$ cat src/rtl/button_event_queue.sv
// Four-button debouncer feeding a memory-mapped event FIFO (STATUS / EVENT registers).
// Optional: BUTTON_RELEASE_EVENTS_EN also queues release events (kind 0).
module button_event_queue #(
   parameter int          DebounceCycles = 250000,
   parameter int          Depth          = 8,
   parameter logic [15:0] BaseAddr       = 16'hFF00
) (
   input  logic        clk,
   input  logic        rst,
   input  logic [3:0]  button,
   input  logic        readEnable,
   input  logic [15:0] readAddr,
   output logic [15:0] readData,
   output logic        readValid,
   input  logic        writeEnable,
   input  logic [15:0] writeAddr,
   input  logic [15:0] writeData,
   output logic        eventPending
);

   localparam int          CW        = $clog2(DebounceCycles);
   localparam int          AW        = $clog2(Depth);
   localparam logic [CW-1:0] CntLast = CW'(DebounceCycles - 1);
   localparam logic [15:0] EventAddr = BaseAddr + 16'd1;

   logic [3:0]    sync1_q, sync1_d, sync2_q, sync2_d;
   logic [3:0]    stable_q, stable_d;
   logic [CW-1:0] cnt_q [4];
   logic [CW-1:0] cnt_d [4];
   logic [3:0]    pend_q, pend_d, kind_q, kind_d;
   logic [2:0]    mem_q [Depth];
   logic [2:0]    mem_d [Depth];
   logic [AW-1:0] wr_q, wr_d, rd_q, rd_d;
   logic [AW:0]   count_q, count_d;
   logic          ovf_q, ovf_d;
   logic [15:0]   rdata_q, rdata_d;
   logic          rvalid_q, rvalid_d;

   logic          found, pop, push, drop, full;
   logic [1:0]    sel;
   logic          unused_wdata;

   assign unused_wdata = ^{writeData[15:8], writeData[6:0]};

   always_comb begin
      sync1_d  = button;
      sync2_d  = sync1_q;
      stable_d = stable_q;
      cnt_d    = cnt_q;
      pend_d   = pend_q;
      kind_d   = kind_q;
      mem_d    = mem_q;
      wr_d     = wr_q;
      rd_d     = rd_q;
      count_d  = count_q;
      ovf_d    = ovf_q;
      rdata_d  = rdata_q;
      rvalid_d = 1'b0;
      found    = 1'b0;
      sel      = 2'd0;

      // A toggle is visible to the enqueue arbiter in the same cycle it happens.
      for (int i = 0; i < 4; i++) begin
         if (sync2_q[i] == stable_q[i]) begin
            cnt_d[i] = '0;
         end else if (cnt_q[i] == CntLast) begin
            stable_d[i] = ~stable_q[i];
            cnt_d[i]    = '0;
`ifdef BUTTON_RELEASE_EVENTS_EN
            pend_d[i] = 1'b1;
            kind_d[i] = ~stable_q[i];
`else
            if (!stable_q[i]) begin
               pend_d[i] = 1'b1;
               kind_d[i] = 1'b1;
            end
`endif
         end else begin
            cnt_d[i] = cnt_q[i] + 1'b1;
         end
      end

      for (int i = 0; i < 4; i++) begin
         if (pend_d[i] && !found) begin
            found = 1'b1;
            sel   = 2'(i);
         end
      end

      full = (count_q == (AW+1)'(Depth));
      pop  = readEnable && (readAddr == EventAddr) && (count_q != '0);
      push = found && (!full || pop);
      drop = found && full && !pop;

      if (found) pend_d[sel] = 1'b0;
      if (push) begin
         mem_d[wr_q] = {kind_d[sel], sel};
         wr_d        = wr_q + 1'b1;
      end
      if (pop) rd_d = rd_q + 1'b1;
      if (push && !pop)      count_d = count_q + 1'b1;
      else if (pop && !push) count_d = count_q - 1'b1;

      // Set beats clear when both land in the same cycle.
      if (writeEnable && (writeAddr == BaseAddr) && writeData[7]) ovf_d = 1'b0;
      if (drop) ovf_d = 1'b1;

      if (readEnable && (readAddr == BaseAddr)) begin
         rvalid_d = 1'b1;
         rdata_d  = {8'b0, ovf_q, 7'(count_q)};
      end else if (readEnable && (readAddr == EventAddr)) begin
         rvalid_d = 1'b1;
         rdata_d  = (count_q != '0) ? {13'b0, mem_q[rd_q]} : 16'h0000;
      end
   end

   always_ff @(posedge clk) begin
      if (rst) begin
         sync1_q  <= '0;
         sync2_q  <= '0;
         stable_q <= '0;
         for (int i = 0; i < 4; i++) cnt_q[i] <= '0;
         pend_q   <= '0;
         kind_q   <= '0;
         for (int i = 0; i < Depth; i++) mem_q[i] <= '0;
         wr_q     <= '0;
         rd_q     <= '0;
         count_q  <= '0;
         ovf_q    <= 1'b0;
         rdata_q  <= '0;
         rvalid_q <= 1'b0;
      end else begin
         sync1_q  <= sync1_d;
         sync2_q  <= sync2_d;
         stable_q <= stable_d;
         cnt_q    <= cnt_d;
         pend_q   <= pend_d;
         kind_q   <= kind_d;
         mem_q    <= mem_d;
         wr_q     <= wr_d;
         rd_q     <= rd_d;
         count_q  <= count_d;
         ovf_q    <= ovf_d;
         rdata_q  <= rdata_d;
         rvalid_q <= rvalid_d;
      end
   end

   assign readData     = rdata_q;
   assign readValid    = rvalid_q;
   assign eventPending = (count_q != '0);

endmodule

$ cat config.mk
export PLATFORM = sky130hd
export DESIGN_NAME = button_event_queue
export DESIGN_NICKNAME = d
export VERILOG_FILES = /design/src/rtl/button_event_queue.sv
export SDC_FILE = /design/constraint.sdc
export NUM_CORES = 1
export LEC_CHECK = 0
export ABC_AREA = 0
export CORE_MARGIN = 3
export CORE_UTILIZATION = 55
export DETAILED_ROUTE_END_ITERATION = 7
export DONT_BUFFER_PORTS = 1
export PLACE_DENSITY = 0.78
export SLEW_MARGIN = 15
export SYNTH_ARGS = -nofsm -noshare
export SYNTH_HDL_FRONTEND = slang
export SYNTH_SLANG_ARGS = --single-unit
export TNS_END_PERCENT = 100
$ cat constraint.sdc
create_clock -name clk -period 4 [get_ports clk]
set_clock_uncertainty 0.1 [all_clocks]
set_input_delay 1 -clock clk [delete_from_list [all_inputs] [get_ports clk]]
set_output_delay 1 -clock clk [all_outputs]
set_load 0.02 [all_outputs]
==> impl_metrics.tcl <==
set metrics [dict create \
    hold_start "sync1_q[1]$_SDFF_PP0_" \
    synth_top_area_share 0.448 \
    wirelength_um 11600 \
    layout-drive-gt1-share 0.0753 \
    ios 74 \
    initial_core_util 0.570 \
    floorplan.die.width_um 110 \
    ys_seq_elements 133 \
    cts_setup_buffers 0 \
    synthesis.yosys.warnings 0 \
    synth.avg_cell_area_um2 8.94 \
    layout-area-overhead-vs-synth_pct 11.0 \
    initial_antenna_violation_count 0 \
    max_cap_viol_count 0 \
    reg2reg_from "cnt_q[44]$_SDFF_PP0_" \
    crit_fanout 13 \
    sequential_cell_fraction_of_total_power 0.454 \
    synth-edff-count 0 \
    grt_pass1_wl_um 19700 \
    worst_slew_margin_rel 0.473 \
    total_number_of_clock_tree_sinks 133 \
    syn_inst 664 \
    yosysTopAreaCell "sky130_fd_sc_hd__dfxtp_1" \
    power_uw 3010 \
    drt_pre_antenna_iters 5 \
    die_area_um2 12100 \
    grt_setup_unrepaired "false" \
    cts_repair_resize_count 0 \
    port-buffer-count 0 \
    irDropWorstVdd_uv 443 \
    h_tree_lvls 4 \
    power_frac_clock 0.497 \
    cts_tree "built" \
    multiInputGateArea_um2 3060 \
    synthArstFlopShare 0 \
    clock_tree.buffer_depth 2 \
    place.detailed.hpwl_um 8020 \
    min_period_ns 3.42 \
    clock_insertion_delay_worst_skew_ns 0.51 \
    switching_share 0.235 \
    synth_seq_area_share 0.448 \
    outcome "finished clean" \
    power_switching_uw 707 \
    power_dens_cells_nw_per_um2 457 \
    regToRegSetupSlack_ns 0.59 \
    max_freq_ghz 0.292 \
    grt_start_max_net_pins 44 \
    worst_pin_slew_ns 0.785 \
    worstPathRequired_ns 4.35 \
    synth_top_flop_cell "sky130_fd_sc_hd__dfxtp_1" \
    layout.area.seq_um2 2660 \
    cp-end-kind "flip-flop" \
    critical_path_class "primary input to flip-flop" \
    hold_crit_endpoint "sync2_q[1]$_SDFF_PP0_" \
    synth_top_cells_by_count "sky130_fd_sc_hd__dfxtp_1, sky130_fd_sc_hd__nor2_1, sky130_fd_sc_hd__nand2_1" \
    yosysMostFrequentCell "sky130_fd_sc_hd__dfxtp_1" \
    post-route-drc-count 0 \
    grt_util_all_layers 0.205 \
    slew_viol_final 0 \
    synth_area_um2 5940 \
    antenna_cells_inserted 0 \
    nets 730 \
    number_of_distinct_standard_cells_referenced_by_the_synthesized_netlist 58 \
    comb_power_share 0.049 \
    critical_path.reg2reg.endpoint "count_q[3]$_SDFFE_PP0P_" \
    place_congestion 0.877 \
    power.leakage_uw 0.00223 \
    cell_with_the_biggest_individual_delay_on_the_critical_path "sky130_fd_sc_hd__or4b_1" \
    slowest_delay_ns 0.51 \
    worstHoldPathCells 1 \
    worstSetupStartpointType "primary input" \
    r2r.worst_path.cells 14 \
    clk_pin_slew_worst_paths_ns 0.06 \
    globalRouteOverflowTotal 0 \
    dieHeight_um 110 \
    place_worst_setup_slack_ns 0.0288 \
    path_common_cell "sky130_fd_sc_hd__a21oi_1" \
    tritoncts.num_buffers 17 \
    ctsHoldBuffers 0 \
    wl_per_cell_um 14.3 \
    layout.filler_cells 850 \
    detail_route.iter0.violations 241 \
    timing.critical_path.cells "or4b_1 > nor4_1 > buf_4 > a21oi_1 > a41o_1 > clkinv_1 > ha_1 > inv_1 > ha_1 > a21o_1 > a21oi_1 > xnor2_1 > or3_1 > a21oi_1" \
    fp.coreArea_um2 10400 \
    floorplan.rows 37 \
    timing.final.hold_violations 0 \
    via_per_inst 5.67 \
    period_share 0.856 \
    post-route-worst-setup-slack_ns 0.576 \
    internal_power_uw 2300 \
    number_of_nets_with_antenna_violations_after_detailed_routing 0 \
    sum_of_negative_setup_slack_ns 0 \
    cts_root_buffer "sky130_fd_sc_hd__clkbuf_8" \
    synth_area_leaders "sky130_fd_sc_hd__dfxtp_1, sky130_fd_sc_hd__nor2_1, sky130_fd_sc_hd__xnor2_1" \
    num_vias 4612 \
    cp_data_arrival_time_ns 3.77 \
    setup-violations-final 0 \
    first_global_vias 4325 \
    timing.hold.worst.class "flip-flop to flip-flop" \
]
==> layout make-up <==
cell class	instances	area share
Sequential cell	133	0.404
Multi-Input combinational cell	485	0.464
Clock buffer	18	0.0649
Clock inverter	14	0.0232
Timing Repair Buffer	5	0.00569
Tap cell	136	0.0258
Inverter	22	0.0125
==> per-layer routing <==
layer  share of wire  GRT usage  wire length [µm]  vias to the layer above
met5               0          0                 0                        -
met4          0.0058     0.0686                67                        0
met3           0.043     0.0505               497                        6
met2            0.50      0.344              5860                       91
met1            0.45      0.258              5220                     2218
li1                -          -                 -                     2297
==> kinds of logic (layout without fill, tap and decap cells) <==
kind of cell / after synthesis / in the layout / share of synthesized area
other cells: 1 / 12 / 0.000632
flops: 133 / 133 / 0.448
buf+inv: 57 / 59 / 0.0442
fa+ha+maj: 10 / 10 / 0.0223
simple gates: 290 / 290 / 0.247
compound gates: 86 / 86 / 0.0923
mux: 21 / 21 / 0.0480
xor+xnor: 66 / 66 / 0.0973
==> worst max-delay path by stage <==
stage,endpoint,start,slack [ns]
after floorplan,count_q[3]$_SDFFE_PP0P_,readAddr[1],0.07
after global placement,count_q[3]$_SDFFE_PP0P_,readAddr[1],0.11
after detailed placement,count_q[3]$_SDFFE_PP0P_,readAddr[1],0.03
after CTS,count_q[3]$_SDFFE_PP0P_,readAddr[1],0.56
after global routing,count_q[3]$_SDFFE_PP0P_,cnt_q[42]$_SDFF_PP0_,0.34
final,count_q[3]$_SDFFE_PP0P_,readAddr[1],0.58
==> per-stage QoR <==
stage / util / hold slack, ns / instances / area (µm²)
2_1_floorplan: - / 0.314 / 675 / 5980
3_3_place_gp: 0.577 / 0.327 / 781 / 6010
3_5_place_dp: 0.577 / 0.324 / 781 / 6010
4_1_cts: 0.632 / 0.338 / 813 / 6590
5_1_grt: 0.633 / 0.363 / 813 / 6590
6_report: 0.633 / 0.337 / 813 / 6590
==> placed cells by master, fill, tap and decap left out, types with 3 or more instances in the layout <==
cell type / instances
sky130_fd_sc_hd__o31ai_1: 8
sky130_fd_sc_hd__buf_4: 5
sky130_fd_sc_hd__nand2_1: 46
sky130_fd_sc_hd__clkbuf_16: 16
sky130_fd_sc_hd__mux4_2: 6
sky130_fd_sc_hd__or3_1: 13
sky130_fd_sc_hd__nor4_1: 5
sky130_fd_sc_hd__ha_1: 9
sky130_fd_sc_hd__inv_1: 20
sky130_fd_sc_hd__conb_1: 12
sky130_fd_sc_hd__xor2_1: 31
sky130_fd_sc_hd__mux2i_1: 15
sky130_fd_sc_hd__nor2b_1: 13
sky130_fd_sc_hd__o21ai_0: 23
sky130_fd_sc_hd__nor3_1: 11
sky130_fd_sc_hd__inv_6: 3
sky130_fd_sc_hd__o221ai_1: 3
sky130_fd_sc_hd__and2_1: 3
sky130_fd_sc_hd__nor2_1: 101
sky130_fd_sc_hd__nand2b_1: 7
sky130_fd_sc_hd__dfxtp_1: 133
sky130_fd_sc_hd__and3_1: 16
sky130_fd_sc_hd__o211ai_1: 14
sky130_fd_sc_hd__xnor2_1: 35
sky130_fd_sc_hd__nand3_1: 32
sky130_fd_sc_hd__clkinvlp_4: 7
sky130_fd_sc_hd__nand4_1: 19
sky130_fd_sc_hd__or4_1: 3
sky130_fd_sc_hd__a21oi_1: 22
sky130_fd_sc_hd__and4_1: 6
==> power groups by stage <==
stage / Clock (µW) / Sequential (µW) / Combinational [µW]
floorplan: 0 / 1390 / 144
global placement: 0 / 1400 / 140
detailed placement: 0 / 1400 / 145
CTS: 1520 / 1370 / 147
global route: 1570 / 1370 / 165
finish: 1500 / 1370 / 148
==> worst max-delay path, delay by kind of cell <==
family          cells  cell delay (ns)
simple gates        3             1.06
compound gates      5             0.80
buf+inv             3             0.37
xor+xnor            1             0.09
fa+ha+maj           2             0.45
==> flip-flops by register name, indices dropped and copies added (netlist names) <==
signal / count
kind_q: 4
readData: 5
sync1_q: 4
pend_q: 4
cnt_q: 72
wr_q: 3
rd_q: 3
ovf_q: 1
stable_q: 4
readValid: 1
sync2_q: 4
count_q: 4
mem_q: 24
(Power assumes the default switching activity.)
==> variant (same flow settings) <==
Build with the macro `BUTTON_RELEASE_EVENTS_EN` defined.
--- a/src/rtl/button_event_queue.sv
+++ b/src/rtl/button_event_queue.sv
@@ -1,5 +1,7 @@
 // Four-button debouncer feeding a memory-mapped event FIFO (STATUS / EVENT registers).
 // Optional: BUTTON_RELEASE_EVENTS_EN also queues release events (kind 0).
+`define BUTTON_RELEASE_EVENTS_EN
+
 module button_event_queue #(
    parameter int          DebounceCycles = 250000,
    parameter int          Depth          = 8,
Behaviour: no difference found for any inputs over 10 cycles, from zero or initial values and one cycle with rst high; that may be too few to reach the edited logic, so the function may still have changed.
==> variant against the original RTL <==
Wire length shrank 2.9%; clock power decreased by 3%; first-iteration DRC count fell by 8.7%; setup slack improved by 0.095 ns; area after synthesis up 1.9%; sequential cell count did not move; register-to-register slack better by 0.08 ns; core utilization is 0.16 points higher; global-route usage down 1.2 points; final area rose by 1.1%; total power shrank 0.65%; highest routed layer unchanged.
==> variant: results (changes against the original RTL) <==
Status
  • Result of the run: complete, no violations

Critical path
  • Maximum fanout encountered on the critical timing path: 8 (-5)
  • R2R depth: 12 (-2)
  • Peak per-stage delay on the critical path: 0.58 ns (+0.07 ns)
  • Category of the worst setup path launch point: register
  • Launching point of the worst reg2reg path: cnt_q[60]
  • Arrival time of data at the critical path endpoint: 3.68 ns (-0.09 ns)
  • R2R setup slack: 0.67 ns (+0.08 ns)
  • Worst reg2reg path endpoint: count_q[3]

Timing
  • Hold Fails Final Rpt: 0 (unchanged)
  • Hold WS: 0.339 ns (+0.00195 ns)
  • Slew of the pin with the lowest slew margin: 0.718 ns (-0.0674 ns)

Routing
  • Total vias in the final route: 4561 (-1.1%)
  • Met1 Wirelength: 5150 um (-1.3%)
  • WL/cell: 13.8 um (-3.6%)
  • Number of detailed-route iterations in the first pass: 4 (-1)
  • Met3 wirelength from detailed routing: 426 um (-14%)
  • Detailed Route Iter0 Violations: 220 (-8.7%)
  • Met2 wire length: 5520 um (-5.8%)

Yosys
  • Largest cells by area after synthesis: sky130_fd_sc_hd__dfxtp_1 (44%), sky130_fd_sc_hd__nor2_1 (6.7%), sky130_fd_sc_hd__xor2_1 (6.5%)
  • Cell types with the highest counts after synthesis: sky130_fd_sc_hd__dfxtp_1 (133), sky130_fd_sc_hd__nor2_1 (108), sky130_fd_sc_hd__xor2_1 (45)
  • Sequential area share after synthesis: 0.440 (-0.00816)
  • Most used flip-flop cell after synthesis: sky130_fd_sc_hd__dfxtp_1
  • Number of distinct library cells after synthesis: 56 (-3.4%)
  • Gate count after technology mapping: 671 (+1.1%)

Place
  • Final Wtd Congestion: 0.793 (-9.5%)
  • Area of placed instances: 6100 um^2 (+1.6%)
  • Cell count after placement: 787 (+0.77%)
  • Post-DP HPWL: 7940 um (-0.93%)

GRT
  • Pin count of the biggest net entering global routing: 68 (+55%)
  • GR met1 Demand/Resource: 0.242 (-0.0155)
  • First-pass GRT wire length: 19900 um (+1.1%)
  • All-Layer GR Usage: 0.193 (-0.0123)
  • Met2 track utilization from global routing: 0.316 (-0.0281)
  • Via count of the first global-routing pass: 4390 (+1.5%)

Finish
  • Final #Nets: 736 (+0.82%)
  • Diodes inserted: 0 (unchanged)
  • Fill cell instance count of the final layout: 835 (-1.8%)
  • Post-layout instance count excluding filler cells: 819 (+0.74%)

Clock network
  • Post-CTS repair timing setup buffer count: 0 (unchanged)

Power
  • Worst supply voltage drop on vdd: 322 uV (-27%)
  • Static Leak: 2.27 nW (+2.2%)
## variant: where the power goes
| part | switching (mW) | internal [mW] | total, mW |
|---|---|---|---|
| clock network | 0.546 | 0.904 | 1.45 |
| logic | 0.0977 | 0.0648 | 0.162 |
| registers | 0.0290 | 1.35 | 1.38 |
## variant: cell type report
type / count / area, um^2 / share of cell area
Clock inverter: 7 / 70.1 / 0.0105
Clock buffer: 25 / 494 / 0.0741
Sequential cell: 133 / 2660 / 0.399
Timing Repair Buffer: 2 / 15.0 / 0.00225
Inverter: 16 / 60.1 / 0.00901
Multi-Input combinational cell: 500 / 3200 / 0.479
Tap cell: 136 / 170 / 0.0255
## variant: cells by family after synthesis
kind of cell	after synthesis	share of synthesized area
XOR/XNOR	71	0.103
AO/OA/AOI/OAI	74	0.0765
buffers and inverters	49	0.0395
other	1	0.000620
AND/OR/NAND/NOR	321	0.286
multiplexers	12	0.0323
flip-flops	133	0.440
adder cells (fa/ha/maj)	10	0.0219
